`config.mk`:
```
export PLATFORM = sky130hd
export DESIGN_NAME = vga_timing_gen
export DESIGN_NICKNAME = d
export VERILOG_FILES = /design/src/rtl/vga_timing_gen.sv
export SDC_FILE = /design/constraint.sdc
export NUM_CORES = 1
export LEC_CHECK = 0
export CORE_ASPECT_RATIO = 1.1
export CORE_MARGIN = 3
export CORE_UTILIZATION = 30
export CTS_BUF_LIST = sky130_fd_sc_hd__clkbuf_8
export CTS_CLUSTER_DIAMETER = 80
export DETAILED_ROUTE_END_ITERATION = 12
export GPL_ROUTABILITY_DRIVEN = 0
export PLACE_DENSITY = 0.57
export SYNTH_ARGS = -nofsm -noshare
export SYNTH_HDL_FRONTEND = slang
export SYNTH_SLANG_ARGS = --single-unit
```
`constraint.sdc`:
```
create_clock -name Clk -period 3.2 [get_ports Clk]
set_input_delay 0.48 -clock Clk [delete_from_list [all_inputs] [get_ports Clk]]
set_output_delay 0.48 -clock Clk [all_outputs]
set_load 0.01 [all_outputs]
```
`src/rtl/vga_timing_gen.sv`:
```
// ---------------------------------------------------------------------------
// vga_timing_gen
//
// Purpose: raster timing generator for a VGA-style display. A prescaler
// divides Clk down to the pixel rate. Horizontal and vertical counters
// walk the full raster (visible area, front porch, sync and back porch).
// The sync, blanking and position outputs are registered so that all of
// them change in the same Clk cycle.
//
// Optional feature: define VGA_FRAME_TICK_EN to get a one-Clk Frame pulse
// at the start of every frame. Without it, Frame is tied to 0.
//
// Parameters:
//   CLK_DIV                         Clk cycles per pixel (1..16)
//   H_ACTIVE, H_FP, H_SYNC, H_BP    horizontal timing, in pixels
//   V_ACTIVE, V_FP, V_SYNC, V_BP    vertical timing, in lines
//
// Ports:
//   Clk     in   single clock, rising edge
//   Reset   in   asynchronous reset, active low
//   PixEn   out  one-Clk pulse per pixel period
//   Hcount  out  horizontal position, 0..H_TOTAL-1
//   Vcount  out  visible line number; 0 outside the visible lines
//   Hsync   out  horizontal sync, active low
//   Vsync   out  vertical sync, active low
//   Active  out  high inside the visible window
//   Frame   out  one-Clk pulse when the raster wraps to (0,0)
// ---------------------------------------------------------------------------
module vga_timing_gen #(
    parameter int CLK_DIV  = 4,
    parameter int H_ACTIVE = 640,
    parameter int H_FP     = 16,
    parameter int H_SYNC   = 96,
    parameter int H_BP     = 48,
    parameter int V_ACTIVE = 480,
    parameter int V_FP     = 10,
    parameter int V_SYNC   = 2,
    parameter int V_BP     = 33
) (
    input  logic       Clk,
    input  logic       Reset,
    output logic       PixEn,
    output logic [9:0] Hcount,
    output logic [8:0] Vcount,
    output logic       Hsync,
    output logic       Vsync,
    output logic       Active,
    output logic       Frame
);

    localparam int H_TOTAL = H_ACTIVE + H_FP + H_SYNC + H_BP;
    localparam int V_TOTAL = V_ACTIVE + V_FP + V_SYNC + V_BP;

    // A prescaler for CLK_DIV=1 still needs one bit. That bit stays at 0.
    localparam int PW = (CLK_DIV > 1) ? $clog2(CLK_DIV) : 1;
    localparam logic [PW-1:0] P_LAST = PW'(CLK_DIV - 1);

    localparam logic [9:0] H_LAST   = 10'(H_TOTAL - 1);
    localparam logic [9:0] H_ACT    = 10'(H_ACTIVE);
    localparam logic [9:0] HS_BEG   = 10'(H_ACTIVE + H_FP);
    localparam logic [9:0] HS_END   = 10'(H_ACTIVE + H_FP + H_SYNC);
    localparam logic [9:0] V_LAST   = 10'(V_TOTAL - 1);
    localparam logic [9:0] V_ACT    = 10'(V_ACTIVE);
    localparam logic [9:0] VS_BEG   = 10'(V_ACTIVE + V_FP);
    localparam logic [9:0] VS_END   = 10'(V_ACTIVE + V_FP + V_SYNC);

    logic [PW-1:0] p_q, p_d;
    logic          pix_q, pix_d;
    logic [9:0]    h_q, h_d;
    logic [9:0]    v_q, v_d;
    logic [8:0]    vcnt_q, vcnt_d;
    logic          hs_q, hs_d;
    logic          vs_q, vs_d;
    logic          act_q, act_d;
    logic          h_wrap, v_wrap;

    always_comb begin
        p_d    = (p_q == P_LAST) ? '0 : p_q + PW'(1);
        // PixEn is registered from the next prescaler value. It is therefore
        // high exactly in the cycle in which the prescaler holds CLK_DIV-1.
        pix_d  = (p_d == P_LAST);

        h_wrap = (h_q == H_LAST);
        v_wrap = (v_q == V_LAST);

        h_d    = h_q;
        v_d    = v_q;
        vcnt_d = vcnt_q;
        hs_d   = hs_q;
        vs_d   = vs_q;
        act_d  = act_q;

        if (pix_q) begin
            h_d = h_wrap ? 10'd0 : h_q + 10'd1;
            if (h_wrap) begin
                v_d = v_wrap ? 10'd0 : v_q + 10'd1;
            end
            // Outputs are decoded from the next counter values. This lets
            // them land in the same edge as the counters themselves.
            vcnt_d = (v_d < V_ACT) ? v_d[8:0] : 9'd0;
            hs_d   = !((h_d >= HS_BEG) && (h_d < HS_END));
            vs_d   = !((v_d >= VS_BEG) && (v_d < VS_END));
            act_d  = (h_d < H_ACT) && (v_d < V_ACT);
        end
    end

    // Active is reset to 0 even though (0,0) lies in the visible window. The
    // first visible pixel after reset is therefore reported at (1,0).
    always_ff @(posedge Clk or negedge Reset) begin
        if (!Reset) begin
            p_q    <= '0;
            pix_q  <= 1'b0;
            h_q    <= 10'd0;
            v_q    <= 10'd0;
            vcnt_q <= 9'd0;
            hs_q   <= 1'b1;
            vs_q   <= 1'b1;
            act_q  <= 1'b0;
        end else begin
            p_q    <= p_d;
            pix_q  <= pix_d;
            h_q    <= h_d;
            v_q    <= v_d;
            vcnt_q <= vcnt_d;
            hs_q   <= hs_d;
            vs_q   <= vs_d;
            act_q  <= act_d;
        end
    end

`ifdef VGA_FRAME_TICK_EN
    logic frame_q;

    // Frame is a single-Clk strobe. It is cleared on the next edge even if
    // PixEn is low then, so it never stretches across a pixel period.
    always_ff @(posedge Clk or negedge Reset) begin
        if (!Reset) begin
            frame_q <= 1'b0;
        end else begin
            frame_q <= pix_q && h_wrap && v_wrap;
        end
    end

    assign Frame = frame_q;
`else
    assign Frame = 1'b0;
`endif

    assign PixEn  = pix_q;
    assign Hcount = h_q;
    assign Vcount = vcnt_q;
    assign Hsync  = hs_q;
    assign Vsync  = vs_q;
    assign Active = act_q;

endmodule

```
==> flow_summary.ini, run 1 <==
[outcome]
outcome = completed

[final_layout]
final_nets = 257
syn_to_final_growth_pct = 19.6
final_util = 0.374
layout-drive-gt1-share = 0.0760
antenna_cells = 0
postLayoutCellArea_mm2 = 0.00248
fill_cells = 658

[power]
leakagePower_uw = 0.000973
ir_drop_uv = 284
p_per_area_mw_per_mm2 = 343

[synth]
synth_fp_nets = 238
yosysMostFrequentCell = dfrtp_1
synth_fa_ha_area_frac = 0.0361
synthTopCellsByArea = dfrtp_1 40%, nand2_1 5.1%, xnor2_1 4.2%, nand3_1 3.9%, ha_1 3.6%
syn_avg_cell_area_um2 = 9.03
synthMuxAreaShare = 0.0157
yosysUniqueCellTypes = 51
synth_top_area_cell = dfrtp_1
ys_ff_latch = 35
syn_inst = 230
synth_top_family_by_area = simple AND/OR/NAND/NOR gates
synth-compound-area-share = 0.187
synth_flop_cell = dfrtp_1
ys_warn_count = 0
yosysSeqAreaShare = 0.423
synth-xor-area-share = 0.0464
synth_edf_count = 0
synth_common_cells = 33 x dfrtp_1, 28 x nand2_1, 16 x nand3_1
yosys.area.top_type_share = 0.398
async_flop_share = 1.00
syn_area_mm2 = 0.00208
synthSimpleGateAreaFrac = 0.236

[placed_design]
pre_cts_ws_ns = 0.600
post-dp-hpwl_um = 3560
dpl_cell_area_mm2 = 0.00237
port_buffers = 24

[critical_path]
crit_family = simple AND/OR/NAND/NOR gates
crit_fanout = 10
arrival_ns = 2.76
path_class = flop to flop
path_cells = ha_1, and4_1, nand3_1, nor4_2, xnor2_1, nor4_4, o32ai_1
critPathBufInv = 0
cpMaxStageDelayCell = nor4_4
required_ns = 3.34
endpoint_kind = flop
critPathMaxStageDelay_ns = 0.61
start_kind = flop

[timing]
setup_viol = 0
rsz0062_at_grt = no
slew_violations = 0
fin_crit_ns = 2.62
maxSlewHeadroom = 0.600
maxClockFrequency_mhz = 382
fin_ws_ns = 0.581
finalHoldViolCount = 0
finalCritPeriodShare = 0.818
fin_tns_setup_ns = 0
worst_pin_slew_ns = 0.601
worst_clock_skew_ns = 0.0122

[global_routing]
grt_pass1_wl_um = 8470
grt_overflow = 0
grt_max_degree = 21
antenna_found_initial = 0
grt_pass1_vias = 1742
grtUsageTotal = 0.132

[floorplanning]
floorplan.initialDensity = 0.313
io_pins = 26
die_w_um = 85.3
dieArea_mm2 = 0.00796
num_rows = 31
core_mm2 = 0.00663
die-height_um = 93.3

[cts]
htree_levels = 2
clock_path_buffers = 2
cts_sinks = 35
cts-buffers-inserted = 5
cts_tree = built
clock_insertion_delay_worst_skew_ns = 0.29
cts_root_buffer = clkbuf_8
post_cts_buffers = 0
clkTransAtPathRegs_ns = 0.08
ctsHoldBuffers = 0
ctsResizeCount = 0

[drt]
drcViolationCount = 0
firstDrtPassIters = 4
vias = 1773
drt_iter0_markers = 140
wl_per_cell_um = 14.8
drt-total-wl_um = 4920
avgViaCountPerCell = 5.34
final_antenna_net_count = 0

[job]
drv_cap = 0

[hold_path]
holdCritPathClass = flop to flop
## stage by stage
stage	std cells	hold WS (ns)	total power (µW)
after floorplan	230	0.184	452
after global placement	324	0.444	464
after detailed placement	324	0.447	464
after CTS	332	0.467	863
after global routing	332	0.489	886
final	332	0.461	851
## sequential cells by signal, summed over array words and instances, names as in the netlist
signal and cells:
Vsync 1, Active 1, Vcount 9, PixEn 1
p_q 2, Hsync 1, v_q 10, Hcount 10
## cell usage in the layout, fill, tap and decap left out, types with 2 or more instances in the layout
cell	synthesis	layout
dfrtp_1	33	33
nand2_1	28	28
clkdlybuf4s50_1	0	24
nand3_1	16	16
o21ai_0	13	13
a21oi_1	12	12
inv_1	10	11
nor2_1	11	11
xnor2_1	10	10
and3_1	7	7
ha_1	6	6
o31ai_1	5	5
o2bb2ai_1	5	5
clkbuf_8	0	5
nor3_1	4	4
nor4_1	4	4
o41ai_1	4	4
buf_4	1	4
a31oi_1	3	3
nand4_1	3	3
nand2b_1	3	3
or3_1	3	3
dfstp_2	2	2
mux2_2	2	2
and2_1	2	2
or4_1	2	2
o21a_1	2	2
o22ai_1	2	2
a211oi_1	2	2
o211ai_1	2	2
## path summary, 6_finish.rpt
check / startpoint / to / slack, ns / depth (start not counted)
hold / removal: p_q[0]$_DFF_PN0_ / p_q[0]$_DFF_PN0_ / 0.46 / 1
hold reg to reg: p_q[0]$_DFF_PN0_ / p_q[0]$_DFF_PN0_ / 0.46 / 1
setup reg to reg: Hcount[0]$_DFFE_PN0P_ / Vcount[3]$_DFFE_PN0P_ / 0.58 / 7
setup / recovery: Hcount[0]$_DFFE_PN0P_ / Vcount[3]$_DFFE_PN0P_ / 0.58 / 7
min in group asynchronous: Reset / Hcount[2]$_DFFE_PN0P_ / 0.55 / 1
max in group asynchronous: Reset / Hsync$_DFFE_PN1P_ / 1.97 / 2
## cell families (layout without fill, tap and decap cells)
| family | after synthesis | in the layout |
|---|---|---|
| DFF | 35 | 35 |
| other | 1 | 1 |
| buffers and inverters | 26 | 46 |
| xor gates and xnor gates | 11 | 11 |
| adders and majority gates | 6 | 6 |
| AOI/OAI and AO/OA | 58 | 58 |
| muxes | 3 | 3 |
| and+or+nand+nor | 90 | 90 |
## where the power goes
group          switching (µW)  internal (µW)
clock                     168            229
combinational            9.62           2.65
sequential                  0            442
## layout make-up
class                           instances  area (µm²)  share of cell area
Sequential cell                        35         878               0.354
Multi-Input combinational cell        169        1080               0.437
Inverter                               10        37.5              0.0151
Timing Repair Buffer                   28         270               0.109
Clock inverter                          3        41.3              0.0166
Tap cell                               82         103              0.0413
Clock buffer                            5        68.8              0.0277
## metal layers
layer / GRT usage / part of all wire / vias to the layer above
met1: 0.171 / 0.45 / 861
met2: 0.223 / 0.50 / 38
met3: 0.0256 / 0.041 / 5
met4: 0.0383 / 0.011 / 0
met5: 0 / 0 / -
li1: - / - / 869
Power figures use the tool's default switching activity.
==> inputs of run 2 (changes only) <==
clock period = 2.6 ns   (was 3.2 ns; I/O delays follow)
==> run 2 against run 1 <==
Compared with the run above: first-iteration DRC count grew 5.0%; combinational power grew 11%; sequential power grew 23%; routed wire length grew 2.7%; via count grew 1.1%; sequential cell count is the same; total power grew 24%; setup slack lost 0.38 ns.
==> flow_summary.ini, run 2 (synthesized netlist as in run 1, its figures left out) <==
[critical_path]
path_class = flop to flop
endpoint_kind = flop
start_kind = flop
arrival_ns = 2.59
crit_fanout = 10
required_ns = 2.80

[timing]
slew_violations = 0
worst_pin_slew_ns = 0.589
fin_tns_setup_ns = 0
holdWs_ns = 0.467
finalCritPeriodShare = 0.922
finalHoldViolCount = 0
maxSlewHeadroom = 0.606
worst_clock_skew_ns = 0.0144
fin_crit_ns = 2.40
maxClockFrequency_mhz = 417
rsz0062_at_grt = no
setup_viol = 0

[cts]
ctsResizeCount = 0
cts_tree = built
post_cts_buffers = 0
cts-buffers-inserted = 5
cts_root_buffer = clkbuf_8
cts_sinks = 35
clock_path_buffers = 2
clkTransAtPathRegs_ns = 0.09
clock_insertion_delay_worst_skew_ns = 0.30
htree_levels = 2
ctsHoldBuffers = 0

[global_routing]
grt_pass1_vias = 1701
grt_util_met3 = 0.0247
grt_max_degree = 36
antenna_found_initial = 0
grtUsageMet1 = 0.171
top_usage_layer = met2
grt_overflow = 0
grt_pass1_wl_um = 8580
grt_use_met2 = 0.227
grtUsageTotal = 0.133

[final_layout]
final_nets = 265
layout-drive-gt1-share = 0.105
antenna_cells = 0
multiInputGateArea_mm2 = 0.00108
final_cell_mix = 33 x dfrtp_1, 28 x nand2_1, 24 x clkdlybuf4s50_1
syn_to_final_growth_pct = 22.5
seq_area_um2 = 878
postLayoutCellArea_mm2 = 0.00254
final_common_cell = dfrtp_1
final_util = 0.384
fill_cells = 667

[drt]
drt_iter0_markers = 147
avgViaCountPerCell = 5.27
vias = 1792
drt-total-wl_um = 5050
wl_per_cell_um = 14.9
final_antenna_net_count = 0
drcViolationCount = 0
firstDrtPassIters = 4

[placed_design]
post-dp-hpwl_um = 3560
dpl_cell_area_mm2 = 0.00243
port_buffers = 24

[hold_path]
holdCritPathClass = flop to flop

[floorplanning]
die-height_um = 93.3
dieArea_mm2 = 0.00796
num_rows = 31
die_w_um = 85.3
core_mm2 = 0.00663
floorplan.initialDensity = 0.313
io_pins = 26

[power]
leakagePower_uw = 0.00102
p_per_area_mw_per_mm2 = 416
ir_drop_uv = 227

[outcome]
outcome = completed

[job]
drv_cap = 0
==> run 2: final cells by class <==
type,instances,area share
Inverter,10,0.0148
Tap cell,82,0.0403
Multi-Input combinational cell,169,0.426
Sequential cell,35,0.345
Timing Repair Buffer,36,0.130
Clock inverter,3,0.0162
Clock buffer,5,0.0271
==> run 2: path summary, 6_finish.rpt <==
| path | end | from | cells past startpoint | slack [ns] |
|---|---|---|---|---|
| worst max-delay path | Vsync$_DFFE_PN1P_ | Hcount[0]$_DFFE_PN0P_ | 7 | 0.20 |
| worst min-delay path | p_q[0]$_DFF_PN0_ | p_q[0]$_DFF_PN0_ | 1 | 0.47 |
| worst max register to register | Vsync$_DFFE_PN1P_ | Hcount[0]$_DFFE_PN0P_ | 7 | 0.20 |
| worst min register to register | p_q[0]$_DFF_PN0_ | p_q[0]$_DFF_PN0_ | 1 | 0.47 |
| max in group asynchronous | Hsync$_DFFE_PN1P_ | Reset | 2 | 1.74 |
| min in group asynchronous | Vcount[7]$_DFFE_PN0P_ | Reset | 2 | 0.51 |
==> run 2: through the flow <==
stage               setup WS (ns)  power, µW  instances
global placement            0.296        569        332
floorplan                   0.273        557        230
finish                      0.203       1060        340
CTS                         0.198       1080        340
global route              0.00972       1090        340
detailed placement          0.225        570        332
==> run 2: power by group <==
group	internal, µW	switching, µW	leakage [µW]	total (µW)
registers	544	0	0.000463	544
logic	2.29	11.3	0.000499	13.6
clock network	283	219	0.0000556	502
==> run 2: per-layer routing <==
metal | part of all wire | up-vias | routed length, µm
met5 | 0 | - | 0
met4 | 0.012 | 0 | 59
met3 | 0.041 | 5 | 206
met2 | 0.49 | 40 | 2480
met1 | 0.46 | 861 | 2310
li1 | - | 886 | -
==> run 2: worst max-delay path, cell delays in order, from the launching register on <==
cell and delay [ns]:
dfrtp_1 0.44, ha_1 0.21, and4_1 0.26, nand2_1 0.10
nor4_1 0.35, xnor2_1 0.19, nor4_4 0.55, a41oi_1 0.19
